**config.mk**
```make
export PLATFORM = sky130hd
export DESIGN_NAME = pipelined_barrel_shifter
export DESIGN_NICKNAME = d
export VERILOG_FILES = /design/src/rtl/pipelined_barrel_shifter_pkg.sv /design/src/rtl/pipelined_barrel_shifter_shift_stage.sv /design/src/rtl/pipelined_barrel_shifter.sv
export SDC_FILE = /design/constraint.sdc
export NUM_CORES = 1
export LEC_CHECK = 0
export ABC_AREA = 0
export CAP_MARGIN = 20
export CORE_MARGIN = 5
export CORE_UTILIZATION = 50
export CTS_CLUSTER_SIZE = 20
export DETAILED_ROUTE_END_ITERATION = 7
export PLACE_DENSITY_LB_ADDON = 0.08
export SLEW_MARGIN = 20
export SYNTH_ARGS = -nofsm -noshare
export SYNTH_HDL_FRONTEND = slang
export SYNTH_SLANG_ARGS = --single-unit
```
**constraint.sdc**
```tcl
create_clock -name clock -period 2 [get_ports clock]
set_input_delay 0.5 -clock clock [delete_from_list [all_inputs] [get_ports clock]]
set_output_delay 0.5 -clock clock [all_outputs]
set_load 0.01 [all_outputs]
```
**src/rtl/pipelined_barrel_shifter_pkg.sv**
```systemverilog
// Shared shift-unit definitions.
// The shift-mode encodings are also used by the ALU opcode decoder, so they
// live here rather than inside the shifter.
package shifter_pkg;

   typedef enum logic [1:0] {
      OP_SLL = 2'b00,   // logical left, zero fill at LSB
      OP_SRL = 2'b01,   // logical right, zero fill at MSB
      OP_SRA = 2'b10,   // arithmetic right, sign fill at MSB
      OP_ROR = 2'b11    // rotate right
   } shift_op_e;

   localparam int MIN_WIDTH = 8;

endpackage

```
**src/rtl/pipelined_barrel_shifter_shift_stage.sv**
```systemverilog
// One step of the log-shifter: conditionally shifts by STEP, then registers
// the result together with the sideband fields that later stages need.
//
// Ports:
//   clock, reset_n   rising-edge clock, async active-low reset
//   enable           global pipeline advance; register loads only when high
//   valid_i/_o       stage occupancy
//   data_i/_o        operand / partially shifted operand
//   sham_i/_o        full shift amount (bit log2(STEP) selects this step)
//   op_i/_o          shift mode
//   sign_i/_o        MSB of the original operand, used for SRA fill
//   tag_i/_o         opaque sideband tag
module shift_stage
   import shifter_pkg::*;
#(
   parameter int WIDTH = 32,
   parameter int TAG_W = 5,
   parameter int SHW   = 5,
   parameter int STEP  = 1
) (
   input  logic             clock,
   input  logic             reset_n,
   input  logic             enable,
   input  logic             valid_i,
   input  logic [WIDTH-1:0] data_i,
   input  logic [SHW-1:0]   sham_i,
   input  shift_op_e        op_i,
   input  logic             sign_i,
   input  logic [TAG_W-1:0] tag_i,
   output logic             valid_o,
   output logic [WIDTH-1:0] data_o,
   output logic [SHW-1:0]   sham_o,
   output shift_op_e        op_o,
   output logic             sign_o,
   output logic [TAG_W-1:0] tag_o
);

   localparam int K = $clog2(STEP);

   logic             valid_q;
   logic [WIDTH-1:0] data_q, data_d;
   logic [SHW-1:0]   sham_q;
   shift_op_e        op_q;
   logic             sign_q;
   logic [TAG_W-1:0] tag_q;

   always_comb begin
      data_d = data_i;
      if (sham_i[K]) begin
         unique case (op_i)
            OP_SLL:  data_d = data_i << STEP;
            OP_SRL:  data_d = data_i >> STEP;
            // Fill from the original operand's sign, not from data_i's MSB:
            // an earlier stage may already have changed the top bits.
            OP_SRA:  data_d = {{STEP{sign_i}}, data_i[WIDTH-1:STEP]};
            OP_ROR:  data_d = {data_i[STEP-1:0], data_i[WIDTH-1:STEP]};
            default: data_d = data_i;
         endcase
      end
   end

   always_ff @(posedge clock or negedge reset_n) begin
      if (!reset_n) begin
         valid_q <= 1'b0;
         data_q  <= '0;
         sham_q  <= '0;
         op_q    <= OP_SLL;
         sign_q  <= 1'b0;
         tag_q   <= '0;
      end else if (enable) begin
         valid_q <= valid_i;
         data_q  <= data_d;
         sham_q  <= sham_i;
         op_q    <= op_i;
         sign_q  <= sign_i;
         tag_q   <= tag_i;
      end
   end

   assign valid_o = valid_q;
   assign data_o  = data_q;
   assign sham_o  = sham_q;
   assign op_o    = op_q;
   assign sign_o  = sign_q;
   assign tag_o   = tag_q;

endmodule

```
**src/rtl/pipelined_barrel_shifter.sv**
```systemverilog
// Pipelined log-shifter for the execute-stage shift unit (SLL/SRL/SRA/ROR).
// SHW register stages, largest step first; latency SHW cycles, one op/cycle.
// The whole pipeline advances together whenever the output is empty or
// being consumed, so a stalled result freezes every stage behind it.
//
// Ports:
//   clock, reset_n       rising-edge clock, async active-low reset
//   in_valid/in_ready    operand handshake (in_ready is combinational)
//   in_data, in_sham     operand and shift amount
//   in_op                shift mode (shift_op_e encoding)
//   in_tag               sideband tag, returned unchanged on out_tag
//   out_valid/out_ready  result handshake
//   out_data, out_tag    result and its tag
module pipelined_barrel_shifter
   import shifter_pkg::*;
#(
   parameter  int WIDTH = 32,
   parameter  int TAG_W = 5,
   localparam int SHW   = $clog2(WIDTH)
) (
   input  logic             clock,
   input  logic             reset_n,
   input  logic             in_valid,
   output logic             in_ready,
   input  logic [WIDTH-1:0] in_data,
   input  logic [SHW-1:0]   in_sham,
   input  logic [1:0]       in_op,
   input  logic [TAG_W-1:0] in_tag,
   output logic             out_valid,
   input  logic             out_ready,
   output logic [WIDTH-1:0] out_data,
   output logic [TAG_W-1:0] out_tag
);

   // Index SHW is the pipeline input, index 0 the output of the last stage.
   logic             valid_s [SHW+1];
   logic [WIDTH-1:0] data_s  [SHW+1];
   logic [SHW-1:0]   sham_s  [SHW+1];
   shift_op_e        op_s    [SHW+1];
   logic             sign_s  [SHW+1];
   logic [TAG_W-1:0] tag_s   [SHW+1];

   logic advance;
   logic unused_tail;

   assign advance  = !valid_s[0] || out_ready;
   assign in_ready = advance;

   // A cycle without in_valid loads a bubble into the first stage.
   assign valid_s[SHW] = in_valid;
   assign data_s[SHW]  = in_data;
   assign sham_s[SHW]  = in_sham;
   assign op_s[SHW]    = shift_op_e'(in_op);
   assign sign_s[SHW]  = in_data[WIDTH-1];
   assign tag_s[SHW]   = in_tag;

   for (genvar k = SHW - 1; k >= 0; k--) begin : g_stage
      shift_stage #(
         .WIDTH (WIDTH),
         .TAG_W (TAG_W),
         .SHW   (SHW),
         .STEP  (1 << k)
      ) u_stage (
         .clock   (clock),
         .reset_n (reset_n),
         .enable  (advance),
         .valid_i (valid_s[k+1]),
         .data_i  (data_s[k+1]),
         .sham_i  (sham_s[k+1]),
         .op_i    (op_s[k+1]),
         .sign_i  (sign_s[k+1]),
         .tag_i   (tag_s[k+1]),
         .valid_o (valid_s[k]),
         .data_o  (data_s[k]),
         .sham_o  (sham_s[k]),
         .op_o    (op_s[k]),
         .sign_o  (sign_s[k]),
         .tag_o   (tag_s[k])
      );
   end

   assign out_valid = valid_s[0];
   assign out_data  = data_s[0];
   assign out_tag   = tag_s[0];

   // Control fields are spent once the last stage has used them.
   assign unused_tail = ^{sham_s[0], op_s[0], sign_s[0]};

endmodule

```
### Yosys cells after proc, flatten, opt, wreduce, memory -nomap -nowiden

Index checks and enable logic that the tools add are counted.

| storage, ports and cells | value |
|---|---|
| flip-flop bits (word level) | 212 |
| input bits | 48 |
| output and inout bits | 39 |
| logic and storage cells | 59 |

| operators by class | value |
|---|---|
| equality and inequality tests | 15 |
| mux-type cells | 10 |
| reduce and logical (&&, ||, !) cells | 7 |

Operator list:

| cell | number |
|---|---|
| $pmux 32 s4 | 5 |
| $mux 32 | 5 |
| $eq 2x2->1 const B | 10 |
| $eq 2x1->1 const B | 5 |
| $logic_not 2->1 | 5 |
| $logic_not 1->1 | 1 |
| $logic_or 1x1->1 | 1 |

### Longest topological paths before layout

| depth | value |
|---|---|
| depth in word-level cells | 3 |
| gate-level depth with buffers | 6 |

### Hierarchy

From an unflattened synthesis, not the netlist that was laid out.

| second synthesis, totals | value |
|---|---|
| cell total of the unflattened synthesis | 1,052 |
| area total of the unflattened synthesis | 11,636.2 sq um |

By module, submodules not included:

| module | times used | cells an instance | area each (sq um) | sequential area each (sq um) |
|---|---|---|---|---|
| shift_stage at g_stage[2].u_stage | 1 | 216 | 2,428.6 | 1,151.1 |
| shift_stage at g_stage[3].u_stage | 1 | 220 | 2,428.6 | 1,151.1 |
| shift_stage at g_stage[0].u_stage | 1 | 211 | 2,341.0 | 1,151.1 |
| shift_stage at g_stage[1].u_stage | 1 | 212 | 2,324.7 | 1,151.1 |
| shift_stage at g_stage[4].u_stage | 1 | 192 | 2,107.0 | 1,151.1 |
| pipelined_barrel_shifter | 1 | 1 | 6.3 | 0.0 |

### Worst setup path after synthesis

No wires, ideal clock.

| path | value |
|---|---|
| kind | input to output |
| start point | input out_ready |
| end point | output in_ready |
| arrival time | 1.052 ns |
| required time | 1.500 ns |
| path slack | 0.448 ns |
| cell stages on the path | 4 |
| cells stage by stage | nor2b_1 inv_2 buf_2 buf_2 |

| on the way | value |
|---|---|
| word-level cells in the longest chain between the ends | 1 |

Ends and longest elaborated chain:

| element | RTL line | text |
|---|---|---|
| from (decl) | pipelined_barrel_shifter.sv:30 | `input logic out_ready,` |
| $logic_or 1x1->1 | pipelined_barrel_shifter.sv:46 | `assign advance = !valid_s[0] \|\| out_ready;` |
| to (decl) | pipelined_barrel_shifter.sv:24 | `output logic in_ready,` |

Every way passes these cells.

### Worst setup path after layout

Ends and elaborated chain as after synthesis.

==> Flow_metrics.wiki <==
{| class="wikitable"
! Metric !! Value
|-
| Total of fill cells in the finished design || 2041
|-
| Switching pwr || 8660 µW
|-
| Worst-skew pair later-pin latency || 0.51 ns
|-
| CTS max path bufs || 3
|-
| Clock sink count || 212
|-
| IO Pins || 87
|-
| Hold slack || 0.462 ns
|-
| Y dimension of the die || 161 µm
|-
| Final worst path period share || 97.4%
|-
| Crit start category || input port
|-
| Portion of total power attributed to the clock network || 21.2%
|-
| Met1 wire length || 13.1 mm
|-
| Number of synthesized flops with an enable pin || 0
|-
| Required time of the worst setup path || 1.50 ns
|-
| Top_reg_cell synth || sky130_fd_sc_hd__dfrtp_1
|-
| Total wire length || 28.0 mm
|-
| Number of antenna violations at the first check in global routing || 0
|-
| Worst Setup End Kind || primary output
|-
| Total global-route track usage || 21.5%
|-
| Setup tns final || 0 ns
|-
| Flops & latches, synth || 212
|-
| Worst-case setup margin in the final layout || 0.0529 ns
|-
| Outcome || completed
|-
| Largest net degree at the start of global routing || 66
|-
| Number of global-route vias before repair || 8736
|-
| Number of antenna cells inserted || 0
|-
| Most common cell after layout, fill and taps aside || sky130_fd_sc_hd__o21ai_0
|-
| Routed length on met3 || 1.42 mm
|-
| Fraction of final layout cells sized beyond drive strength 1 || 6.71%
|-
| Placement-stage worst setup slack || -0.170 ns
|-
| Final weighted congestion of routability-driven global placement || 0.813
|-
| Global-route wire length before repair || 47.1 mm
|-
| Area growth from synthesis to layout || 15.3%
|-
| Maximum clock skew at final layout || 0.0110 ns
|-
| CTS HTree Levels || 1
|-
| Total placed cells including tap cells || 1552
|-
| Number of placement rows || 55
|-
| CTS Buf Count || 24
|-
| Max-capacitance violation count || 0
|-
| Max Used Layer || met4
|-
| Final instance count without filler cells || 1597
|-
| Proportion of synthesized chip area in sequential cells || 46.7%
|-
| VDD IR-drop max || 0.707 mV
|-
| Worst min-delay path class || flop to flop
|-
| Synth Area per Inst || 8.74 µm²
|-
| Antenna viol nets, final || 0
|-
| Critical Path Fanout Max || 2
|-
| Worst Max-Slew Pin Slew || 0.859 ns
|-
| Synth Cell Area || 11400 µm²
|-
| RSZ-0062 raised after global routing || no
|-
| Switching power share of the total || 39.5%
|-
| WP data arrival || 1.45 ns
|-
| Detailed route wirelength on metal2 || 12.8 mm
|-
| Max Transition Viols Final || 0
|-
| Area of placed instances || 12200 µm²
|-
| DR vias/cell || 5.80
|-
| Distinct cell type count after synthesis || 31
|-
| Sum of overflow across all layers after global routing || 0
|-
| Final count of negative-setup-slack endpoints || 0
|-
| Final Hold Violating Endpoints || 0
|-
| Final #Nets || 1343
|-
| Horiz. Die Dim || 161 µm
|-
| Fraction of synthesis flops using an asynchronous set or reset pin || 100%
|-
| Number of instances in the synthesized netlist || 1299
|-
| TritonCTS clock tree || yes
|-
| Slew HR || 42.7%
|-
| Shortest period the worst path allows || 1.95 ns
|-
| Clock root buffer || sky130_fd_sc_hd__clkbuf_16
|-
| Iter 0 DRT Violations || 710
|-
| Placeable Area || 22500 µm²
|-
| Internal power component || 13300 µW
|-
| Full die area || 25800 µm²
|-
| Maximum clock rate || 514 MHz
|-
| Wirelength per Cell || 17.5 µm
|-
| Initial standard-cell utilization of the core || 50.5%
|-
| Power density relative to cell area || 1670 nW/µm²
|-
| Post-route standard cell area excluding fillers || 13100 µm²
|-
| Total number of vias || 9268
|-
| Reg clk slew, reported paths || 0.06 ns
|-
| Startpoint-to-endpoint class of the critical path || input port to primary output
|-
| Ys Warns || 0
|-
| Syn Nets || 1347
|-
| Proportion of power drawn by combinational gates || 42.2%
|-
| Most used cells in the layout excluding fill and tap cells || 265 x sky130_fd_sc_hd__o21ai_0, 242 x sky130_fd_sc_hd__nand2_1, 212 x sky130_fd_sc_hd__dfrtp_1
|-
| Iteration count of the initial detailed-routing pass || 7
|-
| Final HPWL DP || 19.2 mm
|-
| P_leak || 0.00630 µW
|-
| Power share of the sequential group || 36.6%
|-
| Port-buffer cells || 86
|-
| Post-route DRC violation count || 0
|}
[through the flow]
stage | utilization (%) | total power [µW]
finish | 58.2 | 21900
global route | 58.2 | 23600
floorplan | - | 14600
CTS | 58.2 | 22100
detailed placement | 54.3 | 17300
global placement | 54.3 | 17200
[worst max-delay path: stages]
cell and delay (ns):
sky130_fd_sc_hd__clkdlybuf4s50_1 0.45, sky130_fd_sc_hd__nor2b_4 0.19, sky130_fd_sc_hd__inv_6 0.03, sky130_fd_sc_hd__dlygate4sd2_1 0.27
[path summary, 6_finish.rpt]
kind	from	end	slack, ns	depth (start not counted)
max in group asynchronous	reset_n	g_stage[0].u_stage.data_o[3]$_DFFE_PN0P_	0.93	3
min in group asynchronous	reset_n	g_stage[0].u_stage.data_o[13]$_DFFE_PN0P_	0.49	2
worst max register to register	g_stage[4].u_stage.op_o[0]$_DFFE_PN0P_	g_stage[3].u_stage.data_o[7]$_DFFE_PN0P_	0.36	3
worst max-delay path	out_ready	in_ready	0.05	4
worst min register to register	g_stage[1].u_stage.valid_o$_DFFE_PN0P_	g_stage[1].u_stage.valid_o$_DFFE_PN0P_	0.46	2
worst min-delay path	g_stage[1].u_stage.valid_o$_DFFE_PN0P_	g_stage[1].u_stage.valid_o$_DFFE_PN0P_	0.46	2
[synth_stat cells, types with 3 or more instances]
cell | instances | area, µm²
sky130_fd_sc_hd__a211oi_1 | 29 | 218
sky130_fd_sc_hd__a21oi_1 | 29 | 145
sky130_fd_sc_hd__a221oi_1 | 17 | 149
sky130_fd_sc_hd__a311oi_1 | 13 | 114
sky130_fd_sc_hd__buf_1 | 3 | 11.3
sky130_fd_sc_hd__buf_2 | 35 | 175
sky130_fd_sc_hd__buf_4 | 33 | 248
sky130_fd_sc_hd__buf_6 | 12 | 135
sky130_fd_sc_hd__clkbuf_1 | 73 | 274
sky130_fd_sc_hd__dfrtp_1 | 212 | 5310
sky130_fd_sc_hd__inv_1 | 87 | 327
sky130_fd_sc_hd__mux2i_1 | 14 | 140
sky130_fd_sc_hd__nand2_1 | 242 | 908
sky130_fd_sc_hd__nand3_1 | 14 | 70.1
sky130_fd_sc_hd__nor2b_1 | 15 | 93.8
sky130_fd_sc_hd__o211a_1 | 98 | 981
sky130_fd_sc_hd__o21a_1 | 30 | 225
sky130_fd_sc_hd__o21ai_0 | 265 | 1330
sky130_fd_sc_hd__o21ai_1 | 24 | 120
sky130_fd_sc_hd__o22ai_1 | 34 | 213
sky130_fd_sc_hd__o22ai_2 | 6 | 75.1
sky130_fd_sc_hd__or2_1 | 3 | 18.8
[registers in the layout, summed over array words and instances, names as in the netlist]
register / count
g_stage.u_stage.sign_o: 4
g_stage.u_stage.data_o: 160
g_stage.u_stage.valid_o: 5
g_stage.u_stage.sham_o: 10
g_stage.u_stage.op_o: 8
g_stage.u_stage.tag_o: 25
[final cells by class]
type                            instances  area (µm²)  area share (%)
Sequential cell                       212        5310            40.5
Multi-Input combinational cell        843        4880            37.3
Clock buffer                           37         741            5.66
Inverter                               88         335            2.56
Timing Repair Buffer                  126        1370            10.4
Tap cell                              285         357            2.72
Clock inverter                          6         105           0.803
[power groups by stage]
| stage | clock, µW | combinational [µW] | sequential [µW] |
|---|---|---|---|
| 2_1_floorplan | 0 | 7150 | 7410 |
| 3_3_place_gp | 0 | 9120 | 8030 |
| 3_5_place_dp | 0 | 9220 | 8100 |
| 4_1_cts | 4750 | 9280 | 8030 |
| 5_1_grt | 4920 | 10300 | 8330 |
| 6_report | 4640 | 9240 | 8030 |
[timing repair]
action,in CTS,in global routing
setup buffers,1,0
hold buffers,1,0
hold endpoints to repair,36,0
endpoints found under the setup margin,1,0
gates resized for setup,1,0
[logic make-up (layout without fill, tap and decap cells)]
family                    count (synthesis)  count (layout)  share of synthesized area [%]
xor gates and xnor gates                  1               1                          0.143
buffers and inverters                   244             257                           10.3
AOI/OAI and AO/OA                       548             548                           31.6
DFF                                     212             212                           46.7
and+or+nand+nor                         279             279                           9.85
muxes                                    15              15                           1.33
[routing by layer]
metal	up-vias	track usage [%]
li1	4525	-
met1	4453	31.4
met2	249	34.4
met3	41	2.85
met4	0	5.04
met5	-	0
(Power assumes the default switching activity.)
